===== src/rtl/seg_display_arbiter_if.sv =====
// Producer-side bundle of the seven-segment display arbiter: requests and
// patterns in, grant, registered pattern and busy flag out.
interface seg_display_arbiter_if;
  logic [2:0]  i_Req;
  logic [20:0] i_Seg_Data;
  logic [2:0]  o_Grant;
  logic [6:0]  o_Segments;
  logic        o_Busy;

  modport master (
    output i_Req,
    output i_Seg_Data,
    input  o_Grant,
    input  o_Segments,
    input  o_Busy
  );

  modport slave (
    input  i_Req,
    input  i_Seg_Data,
    output o_Grant,
    output o_Segments,
    output o_Busy
  );
endinterface


===== src/rtl/seg_display_arbiter.sv =====
// Round-robin, time-sliced owner of the single seven-segment digit with a blank gap between owners.
// Optional idle chase animation: define DISPLAY_ARB_IDLE_ANIM_EN.
module seg_display_arbiter #(
  parameter int g_SLICE_CYCLES    = 25000000,
  parameter int g_GAP_CYCLES      = 2,
  parameter int g_IDLE_ANIM_DELAY = 4166666
) (
  input  logic                  i_Clk,
  input  logic                  i_Rst_L,
  seg_display_arbiter_if.slave  bus
);

  localparam int SLICE_W = $clog2(g_SLICE_CYCLES);
  localparam int GAP_W   = $clog2(g_GAP_CYCLES + 1);
  localparam logic [SLICE_W-1:0] SLICE_LAST = SLICE_W'(g_SLICE_CYCLES - 1);
  localparam logic [GAP_W-1:0]   GAP_LAST   = GAP_W'(g_GAP_CYCLES - 1);

  if (g_SLICE_CYCLES < 2 || g_GAP_CYCLES < 1 || g_IDLE_ANIM_DELAY < 0) begin : g_param_check
    $error("seg_display_arbiter: illegal parameter value");
  end

  typedef enum logic [1:0] {
    S_IDLE = 2'd0,
    S_OWN  = 2'd1,
    S_GAP  = 2'd2
  } state_t;

  state_t              state_q, state_d;
  logic [2:0]          grant_q, grant_d;
  logic [6:0]          seg_q, seg_d;
  logic [1:0]          last_q, last_d;
  logic [SLICE_W-1:0]  slice_q, slice_d;
  logic [GAP_W-1:0]    gap_q, gap_d;

  logic [2:0] winner;
  logic [1:0] owner_idx;
  logic       owner_req;
  logic       other_req;
  logic       expiry;
  logic [6:0] idle_pattern;

  // Search order after the last owner: last+1, last+2, then last itself.
  function automatic logic [2:0] f_pick(input logic [2:0] req, input logic [1:0] last);
    logic [2:0] win;
    logic [1:0] first, second, third;
    win = 3'b000;
    case (last)
      2'd0:    begin first = 2'd1; second = 2'd2; third = 2'd0; end
      2'd1:    begin first = 2'd2; second = 2'd0; third = 2'd1; end
      default: begin first = 2'd0; second = 2'd1; third = 2'd2; end
    endcase
    if (req[first])       win[first]  = 1'b1;
    else if (req[second]) win[second] = 1'b1;
    else if (req[third])  win[third]  = 1'b1;
    return win;
  endfunction

  function automatic logic [1:0] f_owner_idx(input logic [2:0] grant);
    case (grant)
      3'b010:  return 2'd1;
      3'b100:  return 2'd2;
      default: return 2'd0;
    endcase
  endfunction

  function automatic logic [6:0] f_seg_of(input logic [20:0] data, input logic [1:0] idx);
    case (idx)
      2'd1:    return data[13:7];
      2'd2:    return data[20:14];
      default: return data[6:0];
    endcase
  endfunction

  assign winner    = f_pick(bus.i_Req, last_q);
  assign owner_idx = f_owner_idx(grant_q);
  assign owner_req = |(bus.i_Req & grant_q);
  assign other_req = |(bus.i_Req & ~grant_q);
  assign expiry    = (slice_q == SLICE_LAST);

`ifdef DISPLAY_ARB_IDLE_ANIM_EN
  localparam int ANIM_W = (g_IDLE_ANIM_DELAY > 0) ? $clog2(g_IDLE_ANIM_DELAY + 1) : 1;
  localparam logic [ANIM_W-1:0] ANIM_LAST = ANIM_W'(g_IDLE_ANIM_DELAY);

  logic [2:0]        anim_q;
  logic [ANIM_W-1:0] anim_cnt_q;

  // Held at segment A outside IDLE so every idle period starts the chase from the top.
  always_ff @(posedge i_Clk or negedge i_Rst_L) begin
    if (!i_Rst_L) begin
      anim_q     <= 3'd0;
      anim_cnt_q <= '0;
    end else if (state_q != S_IDLE) begin
      anim_q     <= 3'd0;
      anim_cnt_q <= '0;
    end else if (anim_cnt_q == ANIM_LAST) begin
      anim_cnt_q <= '0;
      anim_q     <= (anim_q == 3'd5) ? 3'd0 : anim_q + 3'd1;
    end else begin
      anim_cnt_q <= anim_cnt_q + 1'b1;
    end
  end

  assign idle_pattern = 7'd1 << anim_q;
`else
  assign idle_pattern = 7'd0;
`endif

  always_comb begin
    state_d = state_q;
    grant_d = grant_q;
    seg_d   = seg_q;
    last_d  = last_q;
    slice_d = slice_q;
    gap_d   = gap_q;
    case (state_q)
      S_IDLE: begin
        grant_d = winner;
        slice_d = '0;
        seg_d   = idle_pattern;
        if (|winner) begin
          state_d = S_OWN;
          seg_d   = 7'd0;
        end
      end
      S_OWN: begin
        // A drop that coincides with expiry takes the same release path.
        if (!owner_req || (expiry && other_req)) begin
          state_d = S_GAP;
          grant_d = 3'b000;
          seg_d   = 7'd0;
          last_d  = owner_idx;
          gap_d   = '0;
        end else begin
          seg_d   = f_seg_of(bus.i_Seg_Data, owner_idx);
          slice_d = expiry ? '0 : slice_q + 1'b1;
        end
      end
      S_GAP: begin
        grant_d = 3'b000;
        seg_d   = 7'd0;
        if (gap_q == GAP_LAST) begin
          grant_d = winner;
          slice_d = '0;
          state_d = (|winner) ? S_OWN : S_IDLE;
        end else begin
          gap_d = gap_q + 1'b1;
        end
      end
      default: begin
        state_d = S_IDLE;
        grant_d = 3'b000;
        seg_d   = 7'd0;
      end
    endcase
  end

  always_ff @(posedge i_Clk or negedge i_Rst_L) begin
    if (!i_Rst_L) begin
      state_q <= S_IDLE;
      grant_q <= 3'b000;
      seg_q   <= 7'd0;
      last_q  <= 2'd2;
      slice_q <= '0;
      gap_q   <= '0;
    end else begin
      state_q <= state_d;
      grant_q <= grant_d;
      seg_q   <= seg_d;
      last_q  <= last_d;
      slice_q <= slice_d;
      gap_q   <= gap_d;
    end
  end

  assign bus.o_Grant    = grant_q;
  assign bus.o_Segments = seg_q;
  assign bus.o_Busy     = (state_q != S_IDLE);

endmodule


===== src/flat_wrapper.sv =====
// flat-port wrapper written by rule: the top's interface ports become plain ports
module seg_display_arbiter_flat 
#(
  parameter int g_SLICE_CYCLES    = 25000000,
  parameter int g_GAP_CYCLES      = 2,
  parameter int g_IDLE_ANIM_DELAY = 4166666
)
  (i_Clk, i_Rst_L, bus_i_Req, bus_i_Seg_Data, bus_o_Grant, bus_o_Segments, bus_o_Busy);
  seg_display_arbiter_if bus_i ();
  input  logic i_Clk;
  input  logic i_Rst_L;
  input wire logic [$bits(bus_i.i_Req)-1:0] bus_i_Req;
  input wire logic [$bits(bus_i.i_Seg_Data)-1:0] bus_i_Seg_Data;
  output wire logic [$bits(bus_i.o_Grant)-1:0] bus_o_Grant;
  output wire logic [$bits(bus_i.o_Segments)-1:0] bus_o_Segments;
  output wire logic [$bits(bus_i.o_Busy)-1:0] bus_o_Busy;
  assign bus_i.i_Req = bus_i_Req;
  assign bus_i.i_Seg_Data = bus_i_Seg_Data;
  assign bus_o_Grant = bus_i.o_Grant;
  assign bus_o_Segments = bus_i.o_Segments;
  assign bus_o_Busy = bus_i.o_Busy;
  seg_display_arbiter #(.g_SLICE_CYCLES(g_SLICE_CYCLES), .g_GAP_CYCLES(g_GAP_CYCLES), .g_IDLE_ANIM_DELAY(g_IDLE_ANIM_DELAY)) u_core (.i_Clk(i_Clk), .i_Rst_L(i_Rst_L), .bus(bus_i));
endmodule

===== config.mk =====
export PLATFORM = sky130hd
export DESIGN_NAME = seg_display_arbiter_flat
export DESIGN_NICKNAME = d
export VERILOG_FILES = /design/src/rtl/seg_display_arbiter_if.sv /design/src/rtl/seg_display_arbiter.sv /design/src/flat_wrapper.sv
export SDC_FILE = /design/constraint.sdc
export NUM_CORES = 1
export LEC_CHECK = 0
export ABC_AREA = 1
export CORE_MARGIN = 2
export CORE_UTILIZATION = 40
export CTS_CLUSTER_SIZE = 8
export DETAILED_ROUTE_END_ITERATION = 10
export PLACE_DENSITY = 0.73
export SKIP_LAST_GASP = 1
export SYNTH_ARGS = -nofsm -noshare
export SYNTH_HDL_FRONTEND = slang
export SYNTH_SLANG_ARGS = --single-unit

===== constraint.sdc =====
create_clock -name i_Clk -period 2.13 [get_ports i_Clk]
set_input_delay 0.639 -clock i_Clk [delete_from_list [all_inputs] [get_ports i_Clk]]
set_output_delay 0.639 -clock i_Clk [all_outputs]
set_load 0.01 [all_outputs]

# After elaboration in Yosys (flattened, before gate mapping)

Index checks and enable logic that the tools add are counted.

Register bits after elaboration: 41
Bits of input ports: 26

Multiplexer cells: 37
Magnitude comparators: 6
Eq/ne operators: 14
Add/sub/neg operators: 2
Bitwise logic cells: 3
Reduce and logical (&&, ||, !) cells: 18

Operators by type and width:

| cell                    | count |
|---|---|
| $mux W25                | 3 |
| $pmux W25 S3            | 1 |
| $add A25 B1 Y25 const B | 1 |
| $eq A25 B25 Y1 const B  | 1 |
| $pmux W2 S2             | 5 |
| $mux W3                 | 5 |
| $mux W7                 | 2 |
| $pmux W7 S2             | 1 |
| $mux W2                 | 5 |
| $lt A2 B3 Y1 const B    | 3 |
| $pmux W3 S3             | 1 |
| $reduce_and A3 Y1       | 3 |
| $reduce_or A3 Y1        | 3 |
| $eq A2 B1 Y1 const B    | 4 |
| $mux W1                 | 7 |
| $and A3 B3 Y3           | 2 |
| $bmux W1 S2             | 3 |
| $demux W1 S2            | 3 |
| $ge A2 B1 Y1 const B    | 3 |
| $ne A2 B1 Y1 const B    | 3 |
| $pmux W2 S3             | 1 |
| $eq A2 B2 Y1 const B    | 2 |
| $logic_and A1 B1 Y1     | 4 |
| $logic_not A2 Y1        | 2 |
| other kinds (10)        | 12 |

# Logic depth before layout (Yosys ltp)

Depth after elaboration: 13
Gate-level depth with buffers: 11
Depth with buffers taken out: 11

# Least setup slack after synthesis

No wires, ideal clock.

Path type: reg-to-reg
Start point: reg u_core.slice_q[0]
End point: reg u_core.slice_q[20]
Required time: 2013 ps
Buffers on the path: 1
Cell stages (with the launch flop): 12
Arrival: 1621 ps
Period minus slack after synthesis: 1738 ps
Library setup time: 117 ps
Setup slack: 392 ps
Path through: dfrtp_1 -> ha_1 -> nand2_2 -> nor2_4 -> nand3_2 -> nor2_2 -> nand3_2 -> nand3_4 -> nand2_4 -> buf_6 -> nand2_1 -> nand2_1

Longest elaborated chain between the ends: 5
Elaborated cells on any way between the ends: 9

RTL lines:

| what                                                                    | RTL line                   | RTL |
|---|---|---|
| from (decl)                                                             | seg_display_arbiter.sv:32  | `logic [SLICE_W-1:0] slice_q, slice_d;` |
| from (signal assigned)                                                  | seg_display_arbiter.sv:170 | `slice_q <= slice_d;` |
| parallel branches: the longest is 5 deep, another holds $add A25 B1 Y25 | -                          |  |

Parallel ways; which one is timed is not known. The select of a mux whose other input is x is not followed.
A chain may end at the register's enable or synchronous reset.

# Final worst setup path

Start point: reg u_core.state_q[1]
End point: out bus_o_Busy

Longest elaborated chain between the ends: 1

RTL lines:

| what                   | RTL line                   | RTL |
|---|---|---|
| from (decl)            | seg_display_arbiter.sv:28  | `state_t state_q, state_d;` |
| from (signal assigned) | seg_display_arbiter.sv:166 | `state_q <= state_d;` |
| $reduce_bool A2 Y1     | seg_display_arbiter.sv:177 | `assign bus.o_Busy = (state_q != S_IDLE);` |
| to (decl)              | flat_wrapper.sv:16         | `output wire logic [$bits(bus_i.o_Busy)-1:0] bus_o_Busy;` |

Every way passes these cells.

==> out/metrics.sh <==
POWER.DENSITY_CELL_AREA_mW_PER_MM2=814
CP_MAX_FO=4
NUMBER_OF_NETS_IN_THE_SYNTHESIZED_NETLIST=456
CTS_ROOT_BUF='sky130_fd_sc_hd__clkbuf_8'
ROUTED_WIRE_LENGTH_PER_INSTANCE_MICRONS=12.0
DIE_HEIGHT_MICRONS=87.2
LEAKAGE_nW=1.53
ANTENNA_VIOLATING_NETS_POST_ROUTE=0
GRT_MAX_DEGREE=42
RR_ENDPOINT='u_core.slice_q[21]'
SLEW_HEADROOM=0.804
POST_SYNTH_INST_COUNT=428
YOSYS.CELL_TYPES.COUNT=31
DRT_FIRST_ITER_VIOLATIONS=125
CLOCK_PERIOD_MINUS_WORST_SLACK_NS=2.04
NUMCLOCKSINKS=41
FINAL_COMMON_CELL='sky130_fd_sc_hd__nand2_1'
PLACED_CELLS=553
GRT_PASS1_WL_MICRONS=11900
SYNTHESIZED_AREA_DIVIDED_BY_SYNTHESIZED_CELL_COUNT_SQ_UM=6.46
REG2REG_DEPTH=11
WIRELENGTH_MICRONS=6730
CLOCK_H_TREE_LEVELS=2
DIE_W_MICRONS=87.2
CRITPATHLAUNCH='u_core.state_q[1]'
POST_ROUTE_CELLS_DRIVE_ABOVE_1_SHARE=0.0894
GLOBALROUTEOVERFLOWTOTAL=0
NON_FILLER_CELLS_IN_THE_FINISHED_LAYOUT=561
DRV_SLEW=0
TIMING.CLOCK.SKEW_NS=0.00610
FP.DIEAREA_SQ_MM=0.00760
PLACED_AREA_SQ_MM=0.00333
INITIAL_CORE_UTILIZATION=0.409
WORST_SETUP_ENDPOINT='bus_o_Busy'
FMAXACHIEVABLE_MHz=491
POST_CTS_RESIZED=0
SYN2LAYOUT_AREA_GROWTH_PCT=24.4
RESULT_OF_THE_RUN='finished clean'
ROUTED_VIA_DENSITY=4.98
SYNTH_SEQ_CELLS=41
HPWL_MICRONS=4990
HP-CLASS='primary input to async pin'
WORST_ENDPOINT_DATA_ARRIVAL_TIME_NS=1.40
INITIAL_ANTENNA_VIOLATION_COUNT=0
VIA_COUNT=2795
INSERTEDDIODECOUNT=0
NETLIST_AREA_SQ_MM=0.00277
CRITICALPATHCATEGORY='flop to output port'
WORST_SLACK_ON_HOLD_PATHS_NS=0.302
SEQUENTIAL_ELEMENT_SHARE_OF_THE_SYNTHESIZED_AREA=0.371
R2R_SETUP_SLACK_NS=0.33
FP.COREAREA_SQ_MM=0.00676
CP.REQUIRED_NS=1.49
SETUP_WS_NS=0.0918
MAX-CAP-VIOLATIONS=0
FINAL.PERIOD_UTILIZATION=0.957
CTS_INSERTED_BUFFERS=5
GP_ROUTABILITY_CONGESTION=0.900
CP-START-KIND='flop'
FINAL_CELL_MIX='165 x sky130_fd_sc_hd__nand2_1, 67 x sky130_fd_sc_hd__nor2_1, 52 x sky130_fd_sc_hd__nand3_1'
WORST_SETUP_HOLD_PATH_CLK_SLEW_NS=0.08
PLACE_WS_NS=-0.0277
GRT_PASS1_VIAS=2746
POWER_TOTAL_mW=2.80
REG2REG_FROM='u_core.slice_q[1]'
PEAKVDDDROP_mV=0.631
NUM_IO_PINS=37
CRITPATHCAPTURETYPE='output port'
TIMING.FINAL.HOLD_VIOLATIONS=0
CLK-INSERTION-DELAY-LATE_NS=0.29
YOSYSWARNINGS=0
DRCVIOLATIONCOUNT=0
TIGHTESTPINTRANSITION_NS=0.291
GRT_USE_TOTAL=0.195
CTSHOLDBUFFERS=0
GRT_SETUP_UNREPAIRED='no'
FINAL_AREA_SQ_MM=0.00344
IO_BUFFER_COUNT=36
CLOCKBUFFERDEPTH=2
DRT-PASS1-ITER-COUNT=4
NUM-NETS-FINAL=508
TRITONCTS='done'
ROWS=30
POST_CTS_BUFFERS=0
FINALSETUPVIOLATIONS=0
power by group:
part | switching [mW] | internal (mW) | leakage [nW]
Sequential | 0.0667 | 0.879 | 0.560
Combinational | 0.785 | 0.430 | 0.916
Clock | 0.289 | 0.351 | 0.0543
Total | 1.14 | 1.66 | 1.53
worst min-delay path by stage:
stage / endpoint / start / slack (ns) / cells past startpoint
final: u_core.slice_q[1] / i_Rst_L / 0.30 / 2
after global routing: u_core.slice_q[1] / i_Rst_L / 0.31 / 2
after CTS: u_core.slice_q[7] / i_Rst_L / 0.30 / 2
after detailed placement: u_core.gap_q[1] / u_core.gap_q[1] / 0.50 / 2
after global placement: u_core.gap_q[1] / u_core.gap_q[1] / 0.48 / 2
after floorplan: u_core.bus.o_Grant[0] / i_Rst_L / 0.34 / 0
state kept, by name, summed over array words and instances (netlist names):
signal and flops:
u_core.gap_q 2, u_core.last_q 2, u_core.bus.o_Grant 3, u_core.bus.o_Segments 7, u_core.state_q 2, u_core.slice_q 25
per-stage QoR:
| step | util | TNS, ns |
|---|---|---|
| floorplan | - | 0 |
| global placement | 0.492 | 0 |
| detailed placement | 0.492 | -0.228 |
| CTS | 0.509 | 0 |
| global route | 0.509 | 0 |
| finish | 0.509 | 0 |
cell usage after synthesis (all sizes together):
library cell  number  area, sq um
o21bai             6         45.0
nor3               4         20.0
clkbuf             4         15.0
nor2              69          269
dfstp              1         26.3
o21ai              8         43.8
a31oi              7         43.8
o211ai             2         15.0
nor3b              2         15.0
buf                6         47.5
dfrtp             40         1000
a21boi             1         7.51
clkinv             1         3.75
nand4              5         31.3
ha                 2         25.0
o221ai             1         8.76
inv               37          139
nand3             55          298
xor2               5         43.8
or2                5         31.3
nand2            167          637
critical path, stage by stage, from the launching register on:
cell	delay (ns)
sky130_fd_sc_hd__dfrtp_1	0.38
sky130_fd_sc_hd__inv_1	0.16
sky130_fd_sc_hd__nand2_1	0.08
sky130_fd_sc_hd__clkdlybuf4s50_1	0.48
final cells by class:
cell class,instances,area [sq um]
well taps,80,100
flip-flops and latches,41,1030
fillers,713,3310
inverters,38,143
repair buffers,55,523
clock inverters,3,46.3
clock buffers,5,68.8
multi-input cells,339,1530
logic make-up after synthesis:
kind of cell / share of synthesized area
XOR/XNOR: 0.0158
flip-flops: 0.371
AND/OR/NAND/NOR: 0.470
adder cells (fa/ha/maj): 0.00904
AO/OA/AOI/OAI: 0.0592
buffers and inverters: 0.0742
metal layers:
layer,global-route usage,vias up,part of all wire
met5,0,-,0
met4,0.0545,0,0.0088
met3,0.0389,6,0.041
met2,0.344,56,0.48
met1,0.242,1279,0.47
li1,-,1454,-
Power figures use the tool's default switching activity.
